File: config.mk
export PLATFORM = sky130hd
export DESIGN_NAME = scalar_and_arbiter_flat
export DESIGN_NICKNAME = d
export VERILOG_FILES = /design/src/rtl/scalar_and_pkg.sv /design/src/rtl/scalar_and_arbiter_if.sv /design/src/rtl/scalar_gate.sv /design/src/rtl/scalar_and_arbiter.sv /design/src/flat_wrapper.sv
export SDC_FILE = /design/constraint.sdc
export NUM_CORES = 1
export LEC_CHECK = 0
export ABC_AREA = 1
export CORE_MARGIN = 3
export CORE_UTILIZATION = 35
export CTS_CLUSTER_DIAMETER = 50
export DETAILED_ROUTE_END_ITERATION = 8
export MAX_ROUTING_LAYER = met4
export PLACE_DENSITY = 0.67
export RECOVER_POWER = 25
export SLEW_MARGIN = 20
export SYNTH_ARGS = -nofsm -noshare
export SYNTH_HDL_FRONTEND = slang
export SYNTH_SLANG_ARGS = --single-unit
export TNS_END_PERCENT = 50
File: constraint.sdc
create_clock -name clk -period 3.24 [get_ports clk]
set_input_delay 0.648 -clock clk [delete_from_list [all_inputs] [get_ports clk]]
set_output_delay 0.648 -clock clk [all_outputs]
set_load 0.01 [all_outputs]
File: src/rtl/scalar_and_pkg.sv
// Shared definitions for the scalar-AND round-robin arbiter: FSM encoding and
// default operand width / requester count.
package scalar_and_pkg;

  typedef enum logic {
    EMPTY = 1'b0,
    FULL  = 1'b1
  } state_t;

  localparam int N_DEF = 4;
  localparam int R_DEF = 4;

endpackage

File: src/rtl/scalar_and_arbiter_if.sv
// Requester/result bundle for scalar_and_arbiter; master is the environment
// (requesters + downstream consumer), slave is the arbiter itself.
interface scalar_and_arbiter_if
  import scalar_and_pkg::*;
#(
  parameter int N = N_DEF,
  parameter int R = R_DEF
);

  localparam int IW = $clog2(R);

  logic [R-1:0]   req;
  logic [R-1:0]   g;
  logic [R*N-1:0] a;
  logic [R-1:0]   gnt;
  logic [N-1:0]   y;
  logic [IW-1:0]  y_id;
  logic           y_valid;
  logic           y_ready;

  modport master (
    output req, g, a, y_ready,
    input  gnt, y, y_id, y_valid
  );

  modport slave (
    input  req, g, a, y_ready,
    output gnt, y, y_id, y_valid
  );

endinterface

File: src/rtl/scalar_gate.sv
// Combinational datapath: N-bit vector bitwise-ANDed with a replicated scalar.
module scalar_gate
  import scalar_and_pkg::*;
#(
  parameter int N = N_DEF
) (
  input  logic [N-1:0] operand,
  input  logic         gate,
  output logic [N-1:0] result
);

  assign result = operand & {N{gate}};

endmodule

File: src/rtl/scalar_and_arbiter.sv
// Round-robin arbiter feeding a one-deep result slot; the granted operand is
// gated by its scalar bit and registered with the winner's index.
//
//   state | meaning
//   EMPTY | slot holds no result, y_valid low
//   FULL  | slot holds an unconsumed result, y_valid high
module scalar_and_arbiter
  import scalar_and_pkg::*;
#(
  parameter int N = N_DEF,
  parameter int R = R_DEF
) (
  input  logic                 clk,
  input  logic                 rst_n,
  scalar_and_arbiter_if.slave  bus
);

  localparam int IW = $clog2(R);

  state_t        state, state_nxt;
  logic [IW-1:0] ptr;
  logic [IW-1:0] grant_idx;
  logic [IW-1:0] idx;
  logic          grant_hit;
  logic          slot_free;
  logic [N-1:0]  a_sel;
  logic [N-1:0]  y_gated;

  // Search starts at ptr; R is a power of two so IW-bit addition wraps for free.
  // rst_n gating keeps gnt low while reset is held.
  always_comb begin
    grant_hit = 1'b0;
    grant_idx = '0;
    idx       = '0;
    slot_free = (state == EMPTY) || bus.y_ready;
    for (int i = 0; i < R; i++) begin
      idx = ptr + IW'(i);
      if (!grant_hit && bus.req[idx]) begin
        grant_hit = 1'b1;
        grant_idx = idx;
      end
    end
    grant_hit = grant_hit & slot_free & rst_n;
  end

  always_comb begin
    bus.gnt = '0;
    if (grant_hit) bus.gnt[grant_idx] = 1'b1;
  end

  assign a_sel = bus.a[int'(grant_idx)*N +: N];

  scalar_gate #(.N(N)) u_gate (
    .operand (a_sel),
    .gate    (bus.g[grant_idx]),
    .result  (y_gated)
  );

  always_ff @(posedge clk or negedge rst_n) begin
    if (!rst_n) state <= EMPTY;
    else        state <= state_nxt;
  end

  always_comb begin
    state_nxt   = state;
    bus.y_valid = 1'b0;
    case (state)
      EMPTY: begin
        if (grant_hit) state_nxt = FULL;
      end
      FULL: begin
        bus.y_valid = 1'b1;
        if (grant_hit)        state_nxt = FULL;
        else if (bus.y_ready) state_nxt = EMPTY;
      end
      default: state_nxt = EMPTY;
    endcase
  end

  // y and y_id only move on a grant, so they persist after the slot drains.
  always_ff @(posedge clk or negedge rst_n) begin
    if (!rst_n) begin
      bus.y    <= '0;
      bus.y_id <= '0;
      ptr      <= '0;
    end else if (grant_hit) begin
      bus.y    <= y_gated;
      bus.y_id <= grant_idx;
      ptr      <= grant_idx + IW'(1);
    end
  end

endmodule

File: src/flat_wrapper.sv
// flat-port wrapper written by rule: the top's interface ports become plain ports
module scalar_and_arbiter_flat import scalar_and_pkg::*;
#(
  parameter int N = N_DEF,
  parameter int R = R_DEF
)
  (clk, rst_n, bus_req, bus_g, bus_a, bus_y_ready, bus_gnt, bus_y, bus_y_id, bus_y_valid);
  scalar_and_arbiter_if #(.N(N), .R(R)) bus_i ();
  input  logic clk;
  input  logic rst_n;
  input wire logic [$bits(bus_i.req)-1:0] bus_req;
  input wire logic [$bits(bus_i.g)-1:0] bus_g;
  input wire logic [$bits(bus_i.a)-1:0] bus_a;
  input wire logic [$bits(bus_i.y_ready)-1:0] bus_y_ready;
  output wire logic [$bits(bus_i.gnt)-1:0] bus_gnt;
  output wire logic [$bits(bus_i.y)-1:0] bus_y;
  output wire logic [$bits(bus_i.y_id)-1:0] bus_y_id;
  output wire logic [$bits(bus_i.y_valid)-1:0] bus_y_valid;
  assign bus_i.req = bus_req;
  assign bus_i.g = bus_g;
  assign bus_i.a = bus_a;
  assign bus_i.y_ready = bus_y_ready;
  assign bus_gnt = bus_i.gnt;
  assign bus_y = bus_i.y;
  assign bus_y_id = bus_i.y_id;
  assign bus_y_valid = bus_i.y_valid;
  scalar_and_arbiter #(.N(N), .R(R)) u_core (.clk(clk), .rst_n(rst_n), .bus(bus_i));
endmodule
==> results.sh <==
export IMPL_rsz0062_at_grt="yes"
export IMPL_postSynthCellCount=159
export IMPL_final_common_cell="nand2_1"
export IMPL_place_hpwl_microns=2080
export IMPL_maxCapViolCount=0
export IMPL_post_synth_top_area_fraction=0.282
export IMPL_ioPinCount=38
export IMPL_critPathCaptureType="output port"
export IMPL_place_gp_congestion=0.933
export IMPL_cts_tree="yes"
export IMPL_cp_depth=14
export IMPL_cp_max_fo=5
export IMPL_critPathMaxStageDelay_ps=410
export IMPL_fin_setup_tns_ps=0
export IMPL_yosysUniqueCellTypes=19
export IMPL_die_height_microns=58.3
export IMPL_syn_area_per_cell_sq_um=6.02
export IMPL_leakagePower_nw=0.793
export IMPL_grtUsageMet2=0.266
export IMPL_vdd_ir_drop_max_mv=0.648
export IMPL_grt_busiest_layer="met2"
export IMPL_row_count=18
export IMPL_yosysTopAreaCell="nand2_1"
export IMPL_hold_worst_slack_ps=483
export IMPL_p_total_w=0.00153
export IMPL_fmax_ghz=0.327
export IMPL_synth_fp_nets=190
export IMPL_final_cell_mix="72 x nand2_1, 32 x clkdlybuf4s50_1, 20 x inv_1"
export IMPL_antenna_cells=0
export IMPL_totalWireLength_microns=2430
export IMPL_worst_pin_slew_ps=575
export IMPL_grt_pass1_wl_microns=4160
export IMPL_critical_path_arrival_ps=2410
export IMPL_syn_cell_area_sq_um=957
export IMPL_synth_seq_cells=9
export IMPL_crit_type="input port to output port"
export IMPL_clock_tree_buffer_depth=2
export IMPL_grt_pass1_vias=1047
export IMPL_multi_input_area_sq_um=618
export IMPL_crit_path_frequent_cell="inv_1"
export IMPL_vias_per_cell=4.53
export IMPL_grt_start_max_net_pins=13
export IMPL_avgRoutedWirePerCell_microns=10.1
export IMPL_worstPathRequired_ps=2590
export IMPL_antenna_found_initial=0
export IMPL_hp_class="flip-flop to flip-flop"
export IMPL_grtUsageMet1=0.195
export IMPL_worst_r2r_path_depth=13
export IMPL_cts_hold_buffers=0
export IMPL_synth_warnings=0
export IMPL_powerDensity_nw_per_um2=1060
export IMPL_fin_cells=240
export IMPL_core_area_sq_um=2540
export IMPL_synth_seq_area_share=0.235
export IMPL_start_util=0.376
export IMPL_fin_skew_ps=5.29
export IMPL_h_tree_depth=1
export IMPL_fin_crit_ps=3060
export IMPL_slew_viol_final=0
export IMPL_numPortBuffers=37
export IMPL_clkLatencyLatePin_ps=260
export IMPL_cts_sinks=9
export IMPL_grt_total_usage=0.156
export IMPL_cts_root_buf="clkbuf_4"
export IMPL_critPathLaunchType="input port"
export IMPL_cts_buffers=3
export IMPL_dp_cells=236
export IMPL_path_buf_inv=6
export IMPL_layout_nets=242
export IMPL_drtPass1Iterations=4
export IMPL_regArea_sq_um=225
export IMPL_drive_above_1_share=0.176
export IMPL_dr_first_iter_drc_count=24
export IMPL_fin_crit_sh=0.945
export IMPL_status="finished clean"
export IMPL_setup_violations=0
export IMPL_drc=0
export IMPL_cpLargestDelayFamily="buffers and inverters"
export IMPL_cts_clk_slew_worst_paths_ps=60
export IMPL_final_hold_viol_count=0
export IMPL_ant_nets=0
export IMPL_via_count=1088
export IMPL_crit_slowest_cell="clkdlybuf4s50_1"
export IMPL_fill_cells=267
export IMPL_dieArea_sq_um=3400
export IMPL_grt_overflow=0
export IMPL_max_slew_margin_rel=0.617
export IMPL_crit_chain="clkdlybuf4s50_1 > inv_1 > nand2_2 > nand3_1 > nand2_1 > inv_1 > nand3_2 > nand3_1 > nand2_2 > inv_1 > ha_1 > inv_1 > nor2_1 > clkbuf_2"
export IMPL_synthTopCellsByArea="nand2_1 28%, dfrtp_1 24%, inv_1 7.8%"
export IMPL_area_growth_synth_to_final_pct=50.6
export IMPL_globalRouteMet3Util=0.0219
export IMPL_die_w_microns=58.3
export IMPL_holdPathStages=2
## synthesized netlist by cell type
master and number:
buf_2 1, buf_6 2, o21ai_0 5, nand4_1 1
nand2_2 9, nand3_2 3, nor2_4 1, a21oi_1 1
dfrtp_1 9, ha_1 4, nand2_1 72, nor2_1 9
inv_2 3, inv_1 20, nand3b_1 6, o21ai_1 1
nand4_2 1, nand2_4 2, nand3_1 9
## per-layer routing
| layer | share of wire | up-vias | routed length, microns |
|---|---|---|---|
| met1 | 0.47 | 472 | 1130 |
| met4 | 0 | 0 | 0 |
| met3 | 0.048 | 0 | 116 |
| met2 | 0.49 | 29 | 1180 |
| li1 | - | 587 | - |
| met5 | 0 | - | 0 |
## cells by family (layout without fill, tap and decap cells)
kind of cell | count (synthesis) | in the layout | synth area share
flops | 9 | 9 | 0.235
simple gates | 113 | 113 | 0.557
fa+ha+maj | 4 | 4 | 0.0523
compound gates | 7 | 7 | 0.0366
buf+inv | 26 | 77 | 0.119
## state kept, by name (all words and copies together), names as in the netlist
signal and flops:
u_core.bus.y_id 2, u_core.state 1, u_core.bus.y 4, u_core.ptr 2
## tightest hold or removal path: stages (launching register included)
cell	delay (ps)
dfrtp_1	340
nand2_1	60
nand2_1	50
## power by group
group	total, W	internal, W	switching [W]	leakage, nW
registers	0.000210	0.000161	0.0000490	0.113
clock network	0.0000867	0.0000474	0.0000393	0.0150
logic	0.00124	0.000536	0.000700	0.665
total	0.00153	0.000745	0.000789	0.793
## path summary, 6_finish.rpt
| check | start | to | slack, ps |
|---|---|---|---|
| max in group asynchronous | rst_n | u_core.bus.y[2] | 1930 |
| worst min-delay path | u_core.bus.y[1] | u_core.bus.y[1] | 480 |
| worst min register to register | u_core.bus.y[1] | u_core.bus.y[1] | 480 |
| worst max-delay path | bus_req[3] | bus_gnt[3] | 180 |
| min in group asynchronous | rst_n | u_core.ptr[1] | 930 |
| worst max register to register | u_core.ptr[0] | u_core.bus.y[3] | 1060 |
## stage by stage
stage | util | area, sq um | setup slack (ps)
after floorplan | - | 957 | 737
after global placement | 0.564 | 1440 | -117
after detailed placement | 0.564 | 1440 | -255
after CTS | 0.572 | 1460 | 21.8
after global routing | 0.566 | 1440 | -6.89
final | 0.566 | 1440 | 178
## what timing repair did
item / in CTS / in global routing
cloned: 0 / 0
setup endpoints to repair: 4 / 3
buffers inserted: 0 / 0
resized for setup: 4 / 6
## final cells by class
| type | count | area share |
|---|---|---|
| flip-flops and latches | 9 | 0.156 |
| repair buffers | 50 | 0.311 |
| well taps | 30 | 0.0260 |
| clock buffers | 4 | 0.0182 |
| inverters | 23 | 0.0599 |
| multi-input cells | 124 | 0.429 |
Power figures use the tool's default switching activity.
